[config.mk]
export PLATFORM = sky130hd
export DESIGN_NAME = multicycle_control
export DESIGN_NICKNAME = d
export VERILOG_FILES = /design/src/rtl/multicycle_control.sv
export SDC_FILE = /design/constraint.sdc
export NUM_CORES = 1
export LEC_CHECK = 0
export BUFFER_PORTS_ARGS = -buffer_cell sky130_fd_sc_hd__buf_2
export CAP_MARGIN = 30
export CORE_AREA = 2 2 79 81
export CTS_CLUSTER_DIAMETER = 100
export CTS_CLUSTER_SIZE = 14
export DETAILED_ROUTE_END_ITERATION = 10
export DIE_AREA = 0 0 81 83
export HOLD_SLACK_MARGIN = 0.12
export PLACE_DENSITY = 0.67
export SETUP_SLACK_MARGIN = 0.1
export SLEW_MARGIN = 20
export SYNTH_ARGS = -nofsm -noshare
export SYNTH_HDL_FRONTEND = slang
export SYNTH_SLANG_ARGS = --single-unit
[constraint.sdc]
create_clock -name clk -period 2.5 [get_ports clk]
set_clock_uncertainty 0.2 [all_clocks]
set_input_delay 0.5 -clock clk [delete_from_list [all_inputs] [get_ports clk]]
set_output_delay 0.5 -clock clk [all_outputs]
set_load 0.02 [all_outputs]
[src/rtl/multicycle_control.sv]
// Multi-cycle MIPS control sequencer: steps each instruction through
// fetch/decode/execute/memory/writeback, decodes datapath control lines
// from the current state, stalls on the memory handshake and counts
// retired instructions.
module multicycle_control #(
  parameter int CNT_W = 32
) (
  input  logic             clk,
  input  logic             reset,
  input  logic [5:0]       opcode,
  input  logic             zero,
  input  logic             mem_ready,
  output logic             pc_write,
  output logic             ir_write,
  output logic             i_or_d,
  output logic             mem_read,
  output logic             mem_write,
  output logic             reg_dst,
  output logic             mem_to_reg,
  output logic             reg_write,
  output logic             alu_src_a,
  output logic [1:0]       alu_src_b,
  output logic [1:0]       alu_op,
  output logic [3:0]       imm_func,
  output logic [1:0]       pc_source,
  output logic [3:0]       state,
  output logic             illegal,
  output logic [CNT_W-1:0] instr_count
);

  typedef enum logic [3:0] {
    S_FETCH    = 4'd0,
    S_DECODE   = 4'd1,
    S_MEM_ADDR = 4'd2,
    S_MEM_RD   = 4'd3,
    S_MEM_WB   = 4'd4,
    S_MEM_WR   = 4'd5,
    S_R_EXEC   = 4'd6,
    S_R_WB     = 4'd7,
    S_BRANCH   = 4'd8,
    S_JUMP     = 4'd9,
    S_I_EXEC   = 4'd10,
    S_I_WB     = 4'd11
  } state_e;

  localparam logic [5:0] OP_RTYPE = 6'b000000;
  localparam logic [5:0] OP_LW    = 6'b100011;
  localparam logic [5:0] OP_SW    = 6'b101011;
  localparam logic [5:0] OP_BEQ   = 6'b000100;
  localparam logic [5:0] OP_BNE   = 6'b000101;
  localparam logic [5:0] OP_J     = 6'b000010;
  localparam logic [5:0] OP_ADDI  = 6'b001000;
  localparam logic [5:0] OP_ANDI  = 6'b001100;
  localparam logic [5:0] OP_ORI   = 6'b001101;
  localparam logic [5:0] OP_SLTI  = 6'b001010;

  state_e           state_q, state_d;
  logic [5:0]       opcode_q, opcode_d;
  logic [CNT_W-1:0] instr_count_q, instr_count_d;
  logic             retire;

  // ALU function code for the supported I-type instructions.
  function automatic logic [3:0] imm_code(input logic [5:0] op);
    case (op)
      OP_ADDI: imm_code = 4'b0010;
      OP_ANDI: imm_code = 4'b0000;
      OP_ORI:  imm_code = 4'b0001;
      OP_SLTI: imm_code = 4'b0111;
      default: imm_code = 4'b0000;
    endcase
  endfunction

  // State, latched opcode and retired-instruction counter registers.
  // NOTE: sequential state uses non-blocking (<=) so every flop samples
  // pre-edge values regardless of block ordering.
  always_ff @(posedge clk or posedge reset) begin
    if (reset) begin
      state_q       <= S_FETCH;
      opcode_q      <= '0;
      instr_count_q <= '0;
    end else begin
      state_q       <= state_d;
      opcode_q      <= opcode_d;
      instr_count_q <= instr_count_d;
    end
  end

  // Next-state logic and Moore decode of the datapath control lines.
  // NOTE: every output is given a default before the case so no path
  // leaves a signal unassigned and no latch is inferred.
  always_comb begin
    state_d    = state_q;
    opcode_d   = opcode_q;
    retire     = 1'b0;
    pc_write   = 1'b0;
    ir_write   = 1'b0;
    i_or_d     = 1'b0;
    mem_read   = 1'b0;
    mem_write  = 1'b0;
    reg_dst    = 1'b0;
    mem_to_reg = 1'b0;
    reg_write  = 1'b0;
    alu_src_a  = 1'b0;
    alu_src_b  = 2'b00;
    alu_op     = 2'b00;
    imm_func   = 4'b0000;
    pc_source  = 2'b00;
    illegal    = 1'b0;

    case (state_q)
      S_FETCH: begin
        mem_read  = 1'b1;
        alu_src_b = 2'b01;
        if (mem_ready) begin
          ir_write = 1'b1;
          pc_write = 1'b1;
          state_d  = S_DECODE;
        end
      end
      S_DECODE: begin
        alu_src_b = 2'b11;
        opcode_d  = opcode;
        case (opcode)
          OP_RTYPE:                          state_d = S_R_EXEC;
          OP_LW, OP_SW:                      state_d = S_MEM_ADDR;
          OP_BEQ, OP_BNE:                    state_d = S_BRANCH;
          OP_J:                              state_d = S_JUMP;
          OP_ADDI, OP_ANDI, OP_ORI, OP_SLTI: state_d = S_I_EXEC;
          default: begin
            illegal = 1'b1;
            state_d = S_FETCH;
          end
        endcase
      end
      S_MEM_ADDR: begin
        alu_src_a = 1'b1;
        alu_src_b = 2'b10;
        state_d   = (opcode_q == OP_LW) ? S_MEM_RD : S_MEM_WR;
      end
      S_MEM_RD: begin
        mem_read = 1'b1;
        i_or_d   = 1'b1;
        if (mem_ready) state_d = S_MEM_WB;
      end
      S_MEM_WB: begin
        reg_write  = 1'b1;
        mem_to_reg = 1'b1;
        retire     = 1'b1;
        state_d    = S_FETCH;
      end
      S_MEM_WR: begin
        mem_write = 1'b1;
        i_or_d    = 1'b1;
        if (mem_ready) begin
          retire  = 1'b1;
          state_d = S_FETCH;
        end
      end
      S_R_EXEC: begin
        alu_src_a = 1'b1;
        alu_op    = 2'b10;
        state_d   = S_R_WB;
      end
      S_R_WB: begin
        reg_write = 1'b1;
        reg_dst   = 1'b1;
        retire    = 1'b1;
        state_d   = S_FETCH;
      end
      S_BRANCH: begin
        alu_src_a = 1'b1;
        alu_op    = 2'b01;
        pc_source = 2'b01;
        pc_write  = (opcode_q == OP_BEQ) ? zero : ~zero;
        retire    = 1'b1;
        state_d   = S_FETCH;
      end
      S_JUMP: begin
        pc_write  = 1'b1;
        pc_source = 2'b10;
        retire    = 1'b1;
        state_d   = S_FETCH;
      end
      S_I_EXEC: begin
        alu_src_a = 1'b1;
        alu_src_b = 2'b10;
        alu_op    = 2'b11;
        imm_func  = imm_code(opcode_q);
        state_d   = S_I_WB;
      end
      S_I_WB: begin
        // ALU operation held from I_EXEC so the result stays stable on writeback.
        alu_op    = 2'b11;
        imm_func  = imm_code(opcode_q);
        reg_write = 1'b1;
        retire    = 1'b1;
        state_d   = S_FETCH;
      end
      default: state_d = S_FETCH;
    endcase

    instr_count_d = retire ? instr_count_q + CNT_W'(1) : instr_count_q;
  end

  assign state       = state_q;
  assign instr_count = instr_count_q;

endmodule

==> metrics.md, run 1 <==
| Metric | Value |
|---|---|
| Total nets after synthesis | approximately 240 |
| Post-synthesis cell type count | 46 |
| Worst endpoint required time | between 1.5 and 2 ns |
| Htree depth | 2 |
| Post-placement cell area | 0.00277 mm^2 |
| Placeable core region | a little under 0.006 mm^2 |
| Reg-to-Reg End | instr_count[17] |
| Arrival time worst endpoint | roughly 1.7 ns |
| Setup crit start | state[2] |
| Final hold violations | 0 |
| Portion of the clock cycle consumed by the worst path in the final layout | 95.0% |
| Remaining antenna violation count | 0 |
| Status | finished, final reports clean |
| Overall routed net length | ~5100 um |
| Port Buf Inserts | between 60 and 70 |
| Maximum number of pins on one net before global-route repair | 43 |
| Count of maximum capacitance violations | 0 |
| Root buffer selected by CTS | clkbuf_8 |
| Total inserted antenna cells | 0 |
| Final global-route overflow total | 0 |
| Top fanout value on the critical path | 15 |
| RSZ-0062 raised after global routing | true |
| Clock period minus worst slack | 2.38 ns |
| Leakage dissipation | 0.00143 uW |
| Post-Synthesis Cells | between 200 and 250 |
| Number of nets at the end of the flow | 314 |
| Global-route wire length before repair | about 8600 um |
| I/O pin cnt | 66 |
| Area Growth Syn to Fin | 28.8% |
| Nature of the critical path startpoint | flip-flop |
| Worst-case reg-to-reg path depth | 7 |
| Fraction of registers with async set or reset after synthesis | 100% |
| Clock transition time at the flip-flop clock pins of the worst setup and hold paths | ~0.080 ns |
| Number of buffers on the longest clock path | 2 |
| Sequential cell area fraction in the yosys report | between 40% and 50% |
| Placer's final routability congestion estimate | 0.786 |
| Critical Path Sink | pc_write |
| Worst vdd rail ir drop | 0.000412 V |
| Share of final-layout standard cells stronger than drive strength 1 | between 30% and 40% |
| Number of global-route vias before repair | around 1.8k |
| Reg2Reg Setup Slack | approximately 0.36 ns |
| Std-Cell Rows | 28 |
| Yosys warning count | 0 |
| Number of storage elements in the synthesis netlist | between 40 and 50 |
| Die X | about 80 um |
| Proportion of synthesized area in mux cells | 3.87% |
| Crit end category | output port |
| Average vias per placed instance | roughly 5.2 |
| TritonCTS sink count | between 40 and 50 |
| Clock insertion delay at the later pin of the skew report | between 0.2 and 0.3 ns |
| Initial Utilization | 39.0% |
| Fmax | approximately 420 MHz |
| Routed WL per cell | 13.4 um |
| Area of the die | between 0.006 and 0.007 mm^2 |
| Via count | between 1.5k and 2k |
| EDFF count, synth | 0 |
| Compound-Gate Fraction of Synth Area | slightly below 6% |
| Summed area of non-filler cells in the final layout | 0.00292 mm^2 |
| Ys flop type | dfrtp_1 |
| Die extent in y | roughly 83 um |
| Count of final max-slew check failures | 0 |
| Post-Synth XOR/XNOR Area | around 13% |
| Number of antenna violations at the first check in global routing | 0 |
| Global Route Usage Sum | roughly 16% |
| Tightest Pin Transition | about 0.5 ns |
| Dominant combinational cell family by area after synthesis | simple AND/OR/NAND/NOR gates |
| Syn Std Cell Area | approximately 0.0023 mm^2 |
| Startpoint of the worst-slack reg-to-reg timing path | state[1] |
| Avg Synthesized Cell Area | roughly 10 um^2 |
| Half-perimeter wire length after placement | 3720 um |
| Residual DRC | 0 |
| Final setup violation count | 0 |
| Start-to-end type of the worst setup path | reg2out |
| Post-synthesis adder-cell area fraction | 0.552% |
| Detailed Route Iter0 Violations | around 150 |
| TritonCTS clock tree | built |
| Post-Route Setup TNS | 0 ns |
| Total power per unit cell area | between 700 and 800 mW/mm^2 |
| Worst-case headroom to the max-slew limit | 66.5% |
| Worst hold path type | reg2reg |
| Iteration count of the initial detailed-routing pass | 4 |
| Area share of and/or/nand/nor cells after synthesis | between 20% and 30% |
| Cts bufs inserted | 5 |
-- how the worst min path moves through the flow --
| stage | from | endpoint | slack [ns] | cells past startpoint |
|---|---|---|---|---|
| 6_report | instr_count[31] | instr_count[31] | 0.28 | 1 |
| 5_1_grt | instr_count[31] | instr_count[31] | 0.30 | 1 |
| 4_1_cts | instr_count[31] | instr_count[31] | 0.28 | 1 |
| 3_5_place_dp | instr_count[31] | instr_count[31] | 0.26 | 1 |
| 3_3_place_gp | instr_count[31] | instr_count[31] | 0.26 | 1 |
| 2_1_floorplan | opcode_q[3] | opcode_q[3] | 0.33 | 1 |
-- critical path, cell delays in order, from the launching register on --
cell,delay [ns]
dfrtp_2,0.42
buf_6,0.16
or2_4,0.29
nor2_2,0.10
and3_2,0.19
nand2b_1,0.10
buf_4,0.13
-- power breakdown --
part	total (uW)	switching, uW	internal, uW	leakage, uW
sequential	879	111	768	0.000563
combinational	693	393	299	0.000810
clock	528	234	294	0.0000579
total	2100	739	1360	0.00143
-- final cells by class --
cell class                 count  area (um^2)
clock inverter                 3         40.0
fill                         584         2900
multi-input combinational    172         1200
tap                           75         93.8
sequential                    42         1050
clock buffer                   5         68.8
timing repair buffer          78          449
inverter                       4         15.0
-- logic make-up after synthesis --
group           count (synthesis)
simple gates                  108
flops                          42
xor+xnor                       33
compound gates                 21
buf+inv                        12
mux                             8
fa+ha+maj                       1
other cells                     1
-- per-layer routing --
layer	GRT usage, %	wire length [um]	share of wire, %
met1	22.3	2300	45
met2	24.3	2490	49
met5	0	0	0
met4	5.55	70	1.4
met3	3.15	222	4.4
-- sequential cells by signal (all words and copies together) (netlist names) --
| register | cells |
|---|---|
| state | 4 |
| instr_count | 32 |
| opcode_q | 6 |
-- stage by stage --
step / setup WS [ns] / std cells / power (uW) / utilization [%] / hold slack [ns]
finish: 0.124 / 379 / 2100 / 50.2 / 0.277
global route: 0.0258 / 379 / 2230 / 50.2 / 0.298
CTS: 0.0935 / 379 / 2130 / 50.1 / 0.279
detailed placement: 0.195 / 368 / 1560 / 47.6 / 0.263
global placement: 0.230 / 368 / 1550 / 47.6 / 0.256
floorplan: 0.0657 / 226 / 1350 / - / 0.327
-- cells in the mapped netlist, types with 5 or more instances --
cell type | count | share of area, %
dfrtp_1 | 42 | 46
xnor2_1 | 28 | 11
nand2_1 | 21 | 3.5
nor2_1 | 16 | 2.7
nand3_1 | 15 | 3.3
nand4_1 | 12 | 3.3
nor3_1 | 10 | 2.2
o21ai_0 | 7 | 1.5
mux2_2 | 6 | 3.0
xor2_1 | 5 | 1.9
-- cells in the final DEF, fill, tap and decap left out, types with 3 or more instances in the layout --
cell       n
buf_2     62
dfrtp_1   40
xnor2_1   28
nand2_1   21
nor2_1    15
nand3_1   15
buf_4     13
nand4_1   12
nor3_1     9
o21ai_0    7
mux2_2     6
xor2_1     5
clkbuf_8   5
nand2b_1   4
a21oi_1    4
and3_1     4
and4_1     4
inv_1      3
nor2b_1    3
-- repair_timing --
action | 4_1_cts | 5_1_grt
gates resized for setup | 4 | 1
endpoints found under the hold margin | 42 | 0
pin swaps | 2 | 0
hold buffers | 1 | 0
setup buffers | 2 | 0
endpoints found under the setup margin | 4 | 3
No activity file was read; power rests on OpenSTA's default activity.
==> run 2, diff against run 1 <==
--- a/config.mk
+++ b/config.mk
@@ -14,6 +14,7 @@
 export DIE_AREA = 0 0 81 83
 export HOLD_SLACK_MARGIN = 0.12
 export PLACE_DENSITY = 0.67
+export REMOVE_ABC_BUFFERS = 1
 export SETUP_SLACK_MARGIN = 0.1
 export SLEW_MARGIN = 20
 export SYNTH_ARGS = -nofsm -noshare
==> run 2 against run 1 <==
  * Sequential power about the same
  * Clock power up 2%
  * Sequential share of layout area down 0.27 points
  * Global-route usage down 0.23 points
  * Largest cell class unchanged
  * Largest power group unchanged
  * Highest routed layer unchanged
==> metrics.md, run 2 (synthesized netlist as in run 1, its figures left out) <==
| Metric | Value |
|---|---|
| Root buffer selected by CTS | clkbuf_8 |
| Leakage dissipation | 0.00145 uW (+1.4%) |
| Switching share of total power | 34.4% (-0.77 points) |
| Iteration count of the initial detailed-routing pass | 4 (unchanged) |
| Total inserted antenna cells | 0 (unchanged) |
| Worst vdd rail ir drop | 0.000465 V (+13%) |
| Commonest non-fill, non-tap cell in the layout | buf_2 |
| Count of final max-slew check failures | 0 (unchanged) |
| Post-route non-filler standard cell count | 381 (+0.53%) |
| Die extent in y | 83 um (unchanged) |
| Reg2Reg Setup Slack | 0.26 ns (-0.10 ns) |
| Global-route wire length before repair | 8660 um (+0.39%) |
| Clock network fraction of design power | 25.3% (about the same) |
| Internal power consumption | 1390 uW (+2.4%) |
| Tightest Pin Transition | 0.543 ns (+0.0442 ns) |
| Highest cell delay on the worst timing path | 0.46 ns (+0.04 ns) |
| Area of the die | 0.00672 mm^2 (unchanged) |
| Final setup violation count | 0 (unchanged) |
| Final global-route overflow total | 0 (unchanged) |
| Summed area of non-filler cells in the final layout | 0.00294 mm^2 (+0.64%) |
| TritonCTS clock tree | built |
| Number of buffer and inverter stages on the critical path | 2 (unchanged) |
| Share of final-layout standard cells stronger than drive strength 1 | 35.6% (+0.42 points) |
| Number of buffers on the longest clock path | 2 (unchanged) |
| Reg-to-Reg End | instr_count[17] |
| Crit end category | output port |
| Port Buf Inserts | 64 (unchanged) |
| Initial Utilization | 39.0% (unchanged) |
| Final hold violations | 0 (unchanged) |
| Cell family with most CP delay | simple AND/OR/NAND/NOR gates |
| Placeable core region | 0.00582 mm^2 (unchanged) |
| Clock period minus worst slack | 2.42 ns (+0.0428 ns) |
| Number of hold buffers added after cts | 0 (-1) |
| Number of flip-flops under the largest register name | 32 (unchanged) |
| Setup crit start | state[2] |
| Residual DRC | 0 (unchanged) |
| Detailed Route Iter0 Violations | 71 (-52%) |
| Count of maximum capacitance violations | 0 (unchanged) |
| Worst endpoint required time | 1.80 ns (about the same) |
| Via count | 1979 (+0.97%) |
| Number of antenna violations at the first check in global routing | 0 (unchanged) |
| Number of nets at the end of the flow | 317 (+0.96%) |
| Placer's final routability congestion estimate | 0.815 (+3.6%) |
| Average vias per placed instance | 5.19 (+0.44%) |
| Routed WL per cell | 13.6 um (+1.4%) |
| Switching component of the power | 732 uW (-0.99%) |
| Die X | 81 um (unchanged) |
| Critical Path Sink | imm_func[2] |
| Number of global-route vias before repair | 1858 (+1.1%) |
| TritonCTS sink count | 42 (unchanged) |
| Part of the total power dissipated in sequential elements | 41.3% (-0.6 points) |
| Highest metal layer with signal wires | met4 |
| Remaining antenna violation count | 0 (unchanged) |
| Worst-case reg-to-reg path depth | 8 (+1) |
| Half-perimeter wire length after placement | 3610 um (-3.2%) |
| Nature of the critical path startpoint | flip-flop |
| Share of the core filled with cells in the final layout | 50.5% (+0.32 points) |
| Critical path, cell by cell | inv_2 > nand2_1 > or4_4 > nor3_4 > and2_1 > buf_4 |
| Cts bufs inserted | 5 (unchanged) |
| Routed wire length on met3 | 156 um (-30%) |
| I/O pin cnt | 66 (unchanged) |
| Start-to-end type of the worst setup path | reg2out |
| Status | finished, final reports clean |
| Worst hold path type | in2async |
| Detailed-routing wirelength on met1 | 2360 um (+2.7%) |
| Combinational fraction of design power | 33.5% (+0.5 points) |
| Worst-path cell with the longest stage delay | or4_4 |
| Fmax | 413 MHz (-1.8%) |
| Clock insertion delay at the later pin of the skew report | 0.28 ns (about the same) |
| Top fanout value on the critical path | 2 (-13) |
| Global Route Usage Sum | 15.7% (-0.23 points) |
| Worst-case headroom to the max-slew limit | 63.8% (-2.6 points) |
| Maximum number of pins on one net before global-route repair | 43 (unchanged) |
| Std-Cell Rows | 28 (unchanged) |
| Arrival time worst endpoint | 1.72 ns (+0.04 ns) |
| Clock transition time at the flip-flop clock pins of the worst setup and hold paths | 0.08 ns (about the same) |
| Post-Route Setup TNS | 0 ns (unchanged) |
| RSZ-0062 raised after global routing | true |
| Startpoint of the worst-slack reg-to-reg timing path | state[2] |
| Post-placement cell area | 0.00272 mm^2 (-1.9%) |
| Htree depth | 2 (unchanged) |
| Area Growth Syn to Fin | 29.7% |
| Routed wire length on met2 | 2620 um (+5.5%) |
| Logic depth of the worst path, buffers included | 6 (unchanged) |
| Total power per unit cell area | 724 mW/mm^2 (+0.57%) |
| Portion of the clock cycle consumed by the worst path in the final layout | 96.8% (+1.7 points) |
| Fill cell instance count of the final layout | 585 (+0.17%) |
| Placed Cells incl. Taps | 367 (-0.27%) |
| Overall routed net length | 5180 um (+1.9%) |
| Commonest cells after routing, fill and taps aside | buf_2, dfrtp_1, xnor2_1, nand2_1, buf_4 |
## run 2: changes by cell type in the layout (fill, tap and decap cells not counted)
cell,change
buf_12,-1
dlygate4sd3_1,-1
o41ai_1,-1
and2_4,-1
dfrtp_1,+1
clkbuf_8,+1
dfrtp_2,-1
and2_1,+1
buf_4,+4
buf_6,+1
o41ai_2,+1
clkinv_2,-2
## run 2: power groups by stage
stage	registers (uW)	clock network, uW	logic, uW
2_1_floorplan	934	0	380
3_3_place_gp	880	0	647
3_5_place_dp	883	0	653
4_1_cts	880	558	668
5_1_grt	893	582	780
6_report	877	537	712
## run 2: routing by layer
layer  vias to the layer above  track usage, %
li1                        960               -
met5                         -               0
met3                         2            2.28
met2                        34            26.2
met4                         0            4.47
met1                       983            20.8
## run 2: worst min path at each step
stage	startpoint	to	slack, ns	depth (start not counted)
2_1_floorplan	opcode_q[2]	opcode_q[2]	0.31	1
3_3_place_gp	instr_count[31]	instr_count[31]	0.26	1
3_5_place_dp	instr_count[31]	instr_count[31]	0.26	1
4_1_cts	reset	instr_count[23]	0.16	3
5_1_grt	reset	instr_count[26]	0.22	3
6_report	reset	instr_count[26]	0.15	3
## run 2: layout make-up
| cell class | count | area, um^2 | share of cell area (%) |
|---|---|---|---|
| Timing Repair Buffer | 81 | 460 | 15.7 |
| Tap cell | 75 | 93.8 | 3.19 |
| Inverter | 4 | 15.0 | 0.511 |
| Clock inverter | 1 | 30.0 | 1.02 |
| Clock buffer | 6 | 82.6 | 2.81 |
| Multi-Input combinational cell | 172 | 1200 | 41.0 |
| Sequential cell | 42 | 1050 | 35.8 |
## run 2: worst register-to-register path, stage by stage (launching register included)
cell,delay [ns]
dfrtp_1,0.41
buf_6,0.16
buf_4,0.14
nand4bb_1,0.19
nand4_4,0.23
nor4_4,0.33
buf_4,0.21
nand4_1,0.12
xnor2_1,0.15
## run 2: metrics by stage
step | hold WS (ns) | total power [uW] | setup WS [ns]
6_report | 0.145 | 2130 | 0.0810
5_1_grt | 0.224 | 2260 | 0.0189
4_1_cts | 0.165 | 2110 | 0.107
3_5_place_dp | 0.262 | 1540 | 0.160
3_3_place_gp | 0.256 | 1530 | 0.225
2_1_floorplan | 0.310 | 1310 | -0.459
## run 2: what timing repair did
action	4_1_cts	5_1_grt
setup buffers	1	6
setup endpoints to repair	5	5
resized for setup	10	4
pin swaps	1	0
